<file path="config.mk">
export PLATFORM = sky130hd
export DESIGN_NAME = mem_access_arbiter
export DESIGN_NICKNAME = d
export VERILOG_FILES = /design/src/rtl/mem_access_arbiter.sv
export SDC_FILE = /design/constraint.sdc
export NUM_CORES = 1
export LEC_CHECK = 0
export BUFFER_PORTS_ARGS = -buffer_cell sky130_fd_sc_hd__buf_2
export CORE_ASPECT_RATIO = 1.75
export CORE_MARGIN = 2
export CORE_UTILIZATION = 49
export DETAILED_ROUTE_END_ITERATION = 10
export PLACE_DENSITY = 0.89
export SYNTH_ARGS = -nofsm -noshare
export SYNTH_HDL_FRONTEND = slang
export SYNTH_SLANG_ARGS = --single-unit
export TNS_END_PERCENT = 10
</file>
<file path="constraint.sdc">
create_clock -name clk_i -period 6.8 [get_ports clk_i]
set_input_delay 1.36 -clock clk_i [delete_from_list [all_inputs] [get_ports clk_i]]
set_output_delay 1.36 -clock clk_i [all_outputs]
set_load 0.05 [all_outputs]
</file>
<file path="src/rtl/mem_access_arbiter.sv">
// mem_access_arbiter
//   Shares the single-port unified memory (async read, sync write) between the
//   instruction-fetch port (IF) and the data port (D). One transaction at a time:
//   IDLE -> ACCESS (LATENCY cycles) -> RESP (one-cycle ready pulse) -> IDLE.
//
// Ports
//   clk_i, rst_i                    clock, asynchronous active-high reset
//   if_req_i, if_addr_i             IF request and byte address
//   if_ready_o, if_rdata_o          IF done pulse, read data register
//   d_req_i, d_we_i                 D request, 1 = write
//   d_addr_i, d_wdata_i             D byte address and write data
//   d_ready_o, d_rdata_o            D done pulse, read data register (0 after write)
//   mem_addr_o, mem_din_o           memory address / write data (0 outside ACCESS)
//   mem_read_o, mem_write_o         memory strobes
//   mem_dout_i                      memory read data
//   busy_o                          high whenever a transaction is in flight
module mem_access_arbiter #(
  parameter int unsigned LATENCY = 2,
  parameter bit          FAIR    = 1'b1
) (
  input  logic        clk_i,
  input  logic        rst_i,
  input  logic        if_req_i,
  input  logic [31:0] if_addr_i,
  output logic        if_ready_o,
  output logic [31:0] if_rdata_o,
  input  logic        d_req_i,
  input  logic        d_we_i,
  input  logic [31:0] d_addr_i,
  input  logic [31:0] d_wdata_i,
  output logic        d_ready_o,
  output logic [31:0] d_rdata_o,
  output logic [31:0] mem_addr_o,
  output logic [31:0] mem_din_o,
  output logic        mem_read_o,
  output logic        mem_write_o,
  input  logic [31:0] mem_dout_i,
  output logic        busy_o
);

  localparam int unsigned    CntW    = (LATENCY > 1) ? $clog2(LATENCY) : 1;
  localparam logic [CntW-1:0] CntInit = CntW'(LATENCY - 1);

  typedef enum logic [1:0] {StIdle, StAccess, StResp} state_e;

  state_e           state_q, state_d;
  logic [CntW-1:0]  cnt_q, cnt_d;
  logic             owner_q, owner_d;  // 0 = IF, 1 = D
  logic             last_q, last_d;    // owner of the most recent completed transaction
  logic [31:0]      addr_q, addr_d;
  logic [31:0]      wdata_q, wdata_d;
  logic             we_q, we_d;
  logic [31:0]      rdata_q, rdata_d;
  logic             grant_d;

  // D wins when alone, under fixed priority, or when IF was served last.
  assign grant_d = d_req_i & (~if_req_i | ~FAIR | ~last_q);

  always_comb begin
    state_d = state_q;
    cnt_d   = cnt_q;
    owner_d = owner_q;
    last_d  = last_q;
    addr_d  = addr_q;
    wdata_d = wdata_q;
    we_d    = we_q;
    rdata_d = rdata_q;
    unique case (state_q)
      StIdle: begin
        if (if_req_i | d_req_i) begin
          owner_d = grant_d;
          addr_d  = grant_d ? d_addr_i : if_addr_i;
          wdata_d = grant_d ? d_wdata_i : '0;
          we_d    = grant_d & d_we_i;
          cnt_d   = CntInit;
          state_d = StAccess;
        end
      end
      StAccess: begin
        if (cnt_q != '0) begin
          cnt_d = cnt_q - CntW'(1);
        end else begin
          rdata_d = we_q ? '0 : mem_dout_i;
          state_d = StResp;
        end
      end
      StResp: begin
        last_d  = owner_q;
        state_d = StIdle;
      end
      default: state_d = StIdle;
    endcase
  end

  always_ff @(posedge clk_i or posedge rst_i) begin
    if (rst_i) begin
      state_q <= StIdle;
      cnt_q   <= '0;
      owner_q <= 1'b0;
      last_q  <= 1'b0;
      addr_q  <= '0;
      wdata_q <= '0;
      we_q    <= 1'b0;
      rdata_q <= '0;
    end else begin
      state_q <= state_d;
      cnt_q   <= cnt_d;
      owner_q <= owner_d;
      last_q  <= last_d;
      addr_q  <= addr_d;
      wdata_q <= wdata_d;
      we_q    <= we_d;
      rdata_q <= rdata_d;
    end
  end

  logic in_access, in_resp;
  assign in_access = (state_q == StAccess);
  assign in_resp   = (state_q == StResp);

  // Outputs decode straight from state so an async reset clears them at once.
  assign mem_addr_o  = in_access ? addr_q : '0;
  assign mem_din_o   = in_access ? wdata_q : '0;
  assign mem_read_o  = in_access & ~we_q;
  assign mem_write_o = in_access & we_q & (cnt_q == '0);
  assign if_ready_o  = in_resp & ~owner_q;
  assign d_ready_o   = in_resp & owner_q;
  assign if_rdata_o  = rdata_q;
  assign d_rdata_o   = rdata_q;
  assign busy_o      = (state_q != StIdle);

endmodule

</file>
# ---- Word level (Yosys, flattened, before mapping)
# Index checks and enable logic that the tools add are counted.
dict set report op_classes {
  shift 0
  n_bitwise 14
  n_addsub 1
  mul 0
  div 0
  n_reduce_logical 7
  magnitude_cmp 0
  n_eq_ne 4
  muxes 11
}
# cell n
set ops {}
lappend ops {{$mux 32} 5}
lappend ops {{$reduce_and 2->1} 4}
lappend ops {{$and 1x1->1} 7}
lappend ops {{$not 1->1} 5}
lappend ops {{$mux 2} 2}
lappend ops {{$ne 2x2->1 const B} 2}
lappend ops {{$pmux 2 s2} 1}
lappend ops {{$reduce_bool 2->1} 2}
lappend ops {{$eq 2x1->1 const B} 1}
lappend ops {{$eq 2x2->1 const B} 1}
lappend ops {{$logic_not 2->1} 1}
lappend ops {{$mux 1} 2}
lappend ops {{$or 1x1->1} 2}
lappend ops {{$pmux 1 s2} 1}
lappend ops {{$sub 1x1->1 const B} 1}
dict set report totals {
  ram_bits 0
  latchBits 0
  output_inout_bits 133
  inputBits 133
  rom_bits 0
  mem_count 0
  ff_bits 102
  wordCells 45
}

# ---- Depth between registers and ports, before layout
# Gate-level depths: netlist (run 1).
dict set report logic_depth {
  depth_word 4
  mapped_depth 5
  ltp_nobuf 3
}

# ---- Worst setup path before layout (run 1)
# Ideal clock, no wire load.
dict set report synth_path {
  path_kind {reg-to-output}
  from {register state_q[1]}
  to {output mem_write_o}
  n_path_buf 2
  required_time_ps 5440
  path_slack_ps 3685
  path_stages_with_launch 5
  arrival_time_ps 1755
  path_cell_list {dfrtp_1 or3b_1 buf_2 buf_6 nor2_1}
}
dict set report synth_via {
  elab_chain_len 3
}
# item line_no
set synth_rtl {}
lappend synth_rtl {{from (decl)} 46} ;# state_e state_q, state_d;
lappend synth_rtl {{from (signal assigned)} 97} ;# state_q <= StIdle;
lappend synth_rtl {{from (signal assigned)} 106} ;# state_q <= state_d;
lappend synth_rtl {{$eq 2x1->1} 118} ;# assign in_access = (state_q == StAccess);
lappend synth_rtl {{$and 1x1->1 (2 in series)} 125} ;# assign mem_write_o = in_access & we_q & (cnt_q == '0);
lappend synth_rtl {{to (decl)} 36} ;# output logic mem_write_o,
# No other way between the ends.

# ---- Worst setup path in the final report (run 1)
dict set report layout_path {
  from {register state_q[1]}
  to {output mem_addr_o[20]}
}
dict set report layout_via {
  elab_chain_len 2
}
# item line_no
set layout_rtl {}
lappend layout_rtl {{$eq 2x1->1} 118}
lappend layout_rtl {{$mux 32} 122} ;# assign mem_addr_o = in_access ? addr_q : '0;
lappend layout_rtl {{to (decl)} 33} ;# output logic [31:0] mem_addr_o,
# No other way between the ends.

==> impl_metrics.yaml, run 1 <==
logic_synthesis:
  yosys_warnings: 0
  mappedNetlistArea_sq_um: 4910
  syn-mean-instance-area_sq_um: 11.0
  syn-num-nets: 578
  ys_seq_area_share_pct: 52.0
  synthCells: 445
  synth.ff_latch_count: 102
  synth.distinct_cells: 20
global_routing:
  antenna_found_initial: 1
  grt_max_degree: 67
  track_usage_pct: 23.5
  grt_remaining_overflow: 0
  grt_pass1_wl_microns: 19800
  grt_pass1_vias: 4111
status:
  status: "completed"
route:
  drt-initial-drc-count: 154
  via_per_inst: 5.19
  drt-total-wl_microns: 12800
  drc: 0
  wl_per_cell_microns: 16.1
  dr.pass1.iters: 6
  ant_nets: 0
  num_vias: 4113
die:
  core_sq_um: 9790
  io_pins: 266
  initial_core_util_pct: 50.2
  fp.dieArea_sq_um: 10900
  die_x_microns: 79.7
  row_count: 48
  die_h_microns: 136
sta:
  min_period_over_period_pct: 51.8
  max_freq_mhz: 284
  fin_tns_setup_ps: 0
  period_needed_ps: 3520
  grt_setup_unrepaired: "no"
  maxSlewHeadroom_pct: 20.2
  final_hold_viol_count: 0
  setup_violations: 0
  worst_pin_slew_ps: 1200
  skew_ps: 11.8
  drv_slew: 0
cts:
  clkSinkCount: 102
  post_cts_buffers: 0
  postCtsResizedCells: 0
  htree_num_levels: 3
  clk_path_buf_depth: 2
  cts.clk_slew.worst_paths_ps: 60
  cts_tree: "yes"
  hold_buffers: 0
  clk-insertion-delay-late_ps: 330
  cts_buffers: 9
  clockRootBuffer: "clkbuf_16"
finish:
  drive_above_1_share_pct: 52.8
  nets: 795
  final_common_cell: "buf_2"
  multi_input_area_sq_um: 1930
  syn_to_final_growth_pct: 28.3
  final_cell_mix: "buf_2, dfrtp_1, nand2_1"
  diodes: 0
  register_area_sq_um: 2550
  fillers: 764
placed_design:
  gp_congestion: 0.817
  port_buffers: 265
  dpl.hpwl_microns: 9720
job:
  max_cap_viol_count: 0
critical_path:
  worstPathArrival_ps: 2160
  cp.required_ps: 5440
  path_max_fanout: 65
  critPathKind: "reg -> out"
  end_kind: "output port"
  worstSetupStartpointType: "flop"
min_path:
  hp-class: "reg -> reg"
routing by layer:
layer	track usage, %	wire length, microns	share of wire, %	vias to the layer above
met5	0	16	0.13	-
met4	8.72	333	2.6	2
met3	4.85	900	7.0	33
met2	43.6	7090	56	206
met1	25.6	4430	35	1987
li1	-	-	-	1885
worst max-delay path, stage by stage (launching register included):
cell and delay (ps):
dfrtp_1 440, nor2b_4 850, and2_1 260, buf_2 270
path summary, 6_finish.rpt:
path                               start              to  slack, ps  depth (start not counted)
max reg2reg                       last_q       addr_q[5]       4660                          3
max in group asynchronous          rst_i     wdata_q[25]       4580                          3
min in group asynchronous          rst_i      addr_q[15]       1120                          2
max                           state_q[1]  mem_addr_o[20]       3280                          3
min                        d_rdata_o[17]   d_rdata_o[17]        500                          2
min reg2reg                d_rdata_o[17]   d_rdata_o[17]        500                          2
Yosys cell counts:
cell type / n / area (sq um)
a21boi_2: 1 / 11.3
a21o_1: 2 / 15.0
a22o_1: 33 / 289
and2_1: 64 / 400
and3_1: 1 / 6.26
buf_2: 9 / 45.0
buf_4: 34 / 255
buf_6: 7 / 78.8
clkbuf_1: 12 / 45.0
clkbuf_2: 1 / 5.00
dfrtp_1: 102 / 2550
inv_1: 6 / 22.5
mux2_2: 64 / 721
nand2_1: 65 / 244
nand2b_1: 2 / 12.5
nor2_1: 5 / 18.8
nor2b_1: 1 / 6.26
o21ai_0: 28 / 140
o21ai_1: 7 / 35.0
or3b_1: 1 / 8.76
layout make-up:
cell class | count | share of cell area, %
flip-flops and latches | 102 | 40.5
multi-input cells | 274 | 30.7
clock inverters | 4 | 0.516
well taps | 125 | 2.48
repair buffers | 269 | 21.5
inverters | 6 | 0.397
clock buffers | 12 | 3.91
kinds of logic (layout without fill, tap and decap cells):
family	count (synthesis)	in the layout	share of synthesized area [%]
and+or+nand+nor	139	139	14.2
buffers and inverters	69	291	9.19
muxes	64	64	14.7
DFF	102	102	52.0
AOI/OAI and AO/OA	71	71	9.98
metrics by stage:
| step | cells | cell area (sq um) | hold WS [ps] | util, % | worst slack (ps) |
|---|---|---|---|---|---|
| 6_report | 792 | 6300 | 497 | 64.4 | 3280 |
| 5_1_grt | 792 | 6300 | 509 | 64.4 | 3060 |
| 4_1_cts | 792 | 6300 | 501 | 64.4 | 3220 |
| 3_5_place_dp | 776 | 6020 | 483 | 61.5 | 3560 |
| 3_3_place_gp | 776 | 6020 | 479 | 61.5 | 3620 |
| 2_1_floorplan | 445 | 4910 | 464 | - | 2760 |
state kept, by name, summed over array words and instances (netlist names):
register / count
addr_q: 32
d_rdata_o: 32
wdata_q: 32
state_q: 2
cnt_q: 1
last_q: 1
owner_q: 1
we_q: 1
Power of run 1 is not shown: default switching activity piles up to over one toggle a cycle in this logic, so the estimate is an artifact.
==> run 2: changes to the inputs <==
CORE_UTILIZATION = 45   (was 49)
PLACE_DENSITY = 0.83   (was 0.89)
clock period = 3.45 ns   (was 6.8 ns; I/O delays follow)
==> run 2 against run 1 <==
Flip-flop and latch count is the same; hold slack lost 69 ps; setup slack lost 2600 ps; clock skew shrank 3.5 ps; global-route usage shrank 3.1 points; critical endpoint is now mem_din_o[13].
==> impl_metrics.yaml, run 2 (synthesized netlist as in run 1, its figures left out) <==
route:
  num_vias: 3994
  ant_nets: 0
  via_per_inst: 4.98
  drc: 0
  drt-initial-drc-count: 81
  wl_per_cell_microns: 15.1
  drt-total-wl_microns: 12100
  dr.pass1.iters: 4
placed_design:
  port_buffers: 265
  gp_congestion: 0.801
  dpl.hpwl_microns: 9190
critical_path:
  worstPathArrival_ps: 2090
  worstSetupStartpointType: "flop"
  critPathKind: "reg -> out"
  path_cells: "nor2b_4, buf_4, and2_1, buf_2"
  cp_slowest_stage_delay_ps: 590
  cp_slowest_cell: "nor2b_4"
  path_max_fanout: 36
  end_kind: "output port"
  cp.required_ps: 2760
global_routing:
  antenna_found_initial: 0
  grt_remaining_overflow: 0
  grt_pass1_wl_microns: 19400
  track_usage_pct: 20.4
  grt_max_degree: 67
  grt_pass1_vias: 4075
sta:
  period_needed_ps: 2780
  setup_violations: 0
  max_freq_mhz: 360
  skew_ps: 8.36
  worst_pin_slew_ps: 695
  fin_tns_setup_ps: 0
  drv_slew: 0
  grt_setup_unrepaired: "no"
  min_period_over_period_pct: 80.5
  maxSlewHeadroom_pct: 53.5
  final_hold_viol_count: 0
finish:
  nets: 800
  drive_above_1_share_pct: 53.1
  final_cell_mix: "buf_2, dfrtp_1, nand2_1"
  diodes: 0
  final_common_cell: "buf_2"
  syn_to_final_growth_pct: 30.5
die:
  row_count: 50
  die_h_microns: 142
  die_x_microns: 83.0
  core_sq_um: 10700
  io_pins: 266
  initial_core_util_pct: 45.9
  fp.dieArea_sq_um: 11800
cts:
  clockRootBuffer: "clkbuf_16"
  clk-insertion-delay-late_ps: 330
  post_cts_buffers: 0
  clk_path_buf_depth: 2
  postCtsResizedCells: 0
  clkSinkCount: 102
  cts_buffers: 9
  hold_buffers: 0
  htree_num_levels: 3
  cts_tree: "yes"
  cts.clk_slew.worst_paths_ps: 60
job:
  max_cap_viol_count: 0
min_path:
  hp-class: "in -> async"
status:
  status: "completed"
run 2: cell types whose count changed in the layout (fill, tap and decap cells not counted), sizes merged:
cell	delta
clkbuf	-1
buf	+5
bufinv	+2
inv	+1
clkinvlp	-2
run 2: path summary, 6_finish.rpt:
check,startpoint,to,slack (ps),cells past startpoint
max in group asynchronous,rst_i,addr_q[13],2280,3
max,state_q[1],mem_din_o[13],670,4
min in group clk_i,wdata_q[7],wdata_q[7],500,1
max reg2reg,last_q,addr_q[22],1660,4
min reg2reg,wdata_q[7],wdata_q[7],500,1
min,rst_i,addr_q[17],430,2
run 2: final cells by class:
cell class | count | area (sq um)
clock buffers | 11 | 233
fillers | 903 | 4290
repair buffers | 274 | 1420
clock inverters | 5 | 82.6
multi-input cells | 274 | 1930
inverters | 6 | 25.0
well taps | 130 | 163
flip-flops and latches | 102 | 2550
run 2: metal layers:
layer	share of wire (%)	wire length, microns	up-vias	GRT usage, %
met5	0	0	-	0
met4	2.0	237	0	7.25
met3	6.3	770	22	4.87
met2	54	6540	178	37.4
met1	38	4590	1900	22.9
li1	-	-	1894	-
run 2: per-stage QoR:
step,instances,setup slack (ps),instance area [sq um],util [%],hold WS (ps)
after floorplan,445,84.5,4910,-,464
after global placement,786,1080,6090,57.0,478
after detailed placement,786,995,6090,57.0,484
after CTS,802,620,6410,59.9,459
after global routing,802,508,6410,59.9,493
final,802,671,6410,59.9,428
run 2: critical path: cells and delay by family (launching register included):
family | cells | cell delay, ps
flops | 1 | 440
simple gates | 2 | 740
buf+inv | 2 | 570
Power of run 2 is left out for the same reason.
==> run 3: changes to the inputs <==
clock period = 2.6 ns   (was 3.45 ns; I/O delays follow)
==> run 3 against run 2 <==
Setup slack worse by 540 ps; cell count is 0.12% lower; flip-flop and latch count stayed put; critical path depth is the same.
==> impl_metrics.yaml, run 3 (synthesized netlist as in run 1, its figures left out) <==
critical_path:
  setup.worst_path.start: "state_q[1]"
  r2r-start: "last_q"
  worstPathArrival_ps: 1950
  end_kind: "output port"
  reg2regPathDepth: 4
  cp.required_ps: 2080
  critPathKind: "reg -> out"
  timing.rr.end: "addr_q[1]"
  worstSetupStartpointType: "flop"
  rrSetupSlack_ps: 830
  path_max_fanout: 44
route:
  dr.pass1.iters: 4
  drc: 0
  num_vias: 3952
  ant_nets: 0
  via_per_inst: 4.93
  drt-initial-drc-count: 106
  drt-total-wl_microns: 12000
  wl_per_cell_microns: 15.0
min_path:
  hp-class: "in -> async"
sta:
  fin_tns_setup_ps: 0
  final_hold_viol_count: 0
  worst_pin_slew_ps: 532
  grt_setup_unrepaired: "no"
  setup_violations: 0
  max_freq_mhz: 405
  whs_ps: 333
  drv_slew: 0
  maxSlewHeadroom_pct: 64.4
  skew_ps: 11.0
  period_needed_ps: 2470
  min_period_over_period_pct: 95.0
cts:
  htree_num_levels: 3
  cts.clk_slew.worst_paths_ps: 70
  clk_path_buf_depth: 2
  clockRootBuffer: "clkbuf_16"
  clk-insertion-delay-late_ps: 340
  post_cts_buffers: 0
  cts_buffers: 9
  cts_tree: "yes"
  postCtsResizedCells: 0
  hold_buffers: 0
  clkSinkCount: 102
die:
  die_x_microns: 83.0
  initial_core_util_pct: 45.9
  core_sq_um: 10700
  die_h_microns: 142
  fp.dieArea_sq_um: 11800
  io_pins: 266
  row_count: 50
global_routing:
  antenna_found_initial: 0
  grt_pass1_wl_microns: 19400
  track_usage_pct: 20.3
  grt_remaining_overflow: 0
  grt_pass1_vias: 4164
  grt_max_degree: 103
finish:
  diodes: 0
  syn_to_final_growth_pct: 30.8
  layout.cell_area.non_filler_sq_um: 6430
  drive_above_1_share_pct: 53.4
  final_cell_mix: "buf_2, dfrtp_1, nand2_1"
  final_common_cell: "buf_2"
  nets: 799
status:
  status: "completed"
placed_design:
  gp_congestion: 0.796
  place_area_sq_um: 6110
  port_buffers: 265
  dpl.hpwl_microns: 9050
job:
  max_cap_viol_count: 0
## run 3: layout make-up
type,instances,area (sq um)
inverters,6,26.3
fillers,905,4270
clock buffers,10,239
flip-flops and latches,102,2550
multi-input cells,274,1930
clock inverters,6,76.3
well taps,130,163
repair buffers,273,1440
## run 3: stage by stage
stage,util (%),std cells,worst slack (ps)
6_report,60.1,801,129
5_1_grt,60.1,801,2.73
4_1_cts,60.1,801,126
3_5_place_dp,57.1,785,496
3_3_place_gp,57.1,785,551
2_1_floorplan,-,445,325
## run 3: worst max path at each step
stage | endpoint | cells past startpoint
3_3_place_gp | mem_addr_o[20] | 4
6_report | mem_addr_o[26] | 4
5_1_grt | mem_addr_o[26] | 4
4_1_cts | mem_addr_o[26] | 4
3_5_place_dp | mem_addr_o[26] | 4
2_1_floorplan | mem_write_o | 4
## run 3: routing by layer
metal  GRT usage, %  routed length [microns]  up-vias
met3           4.87                      800       22
met1           22.5                     4490     1859
li1               -                        -     1891
met5              0                        0        -
met4           8.54                      261        0
met2           36.8                     6470      180
## run 3: worst max-delay path, stage by stage, from the launching register on
cell	delay, ps
dfrtp_1	440
nor2b_4	450
buf_12	260
and2_1	170
buf_2	280
Power of run 3 is left out for the same reason.
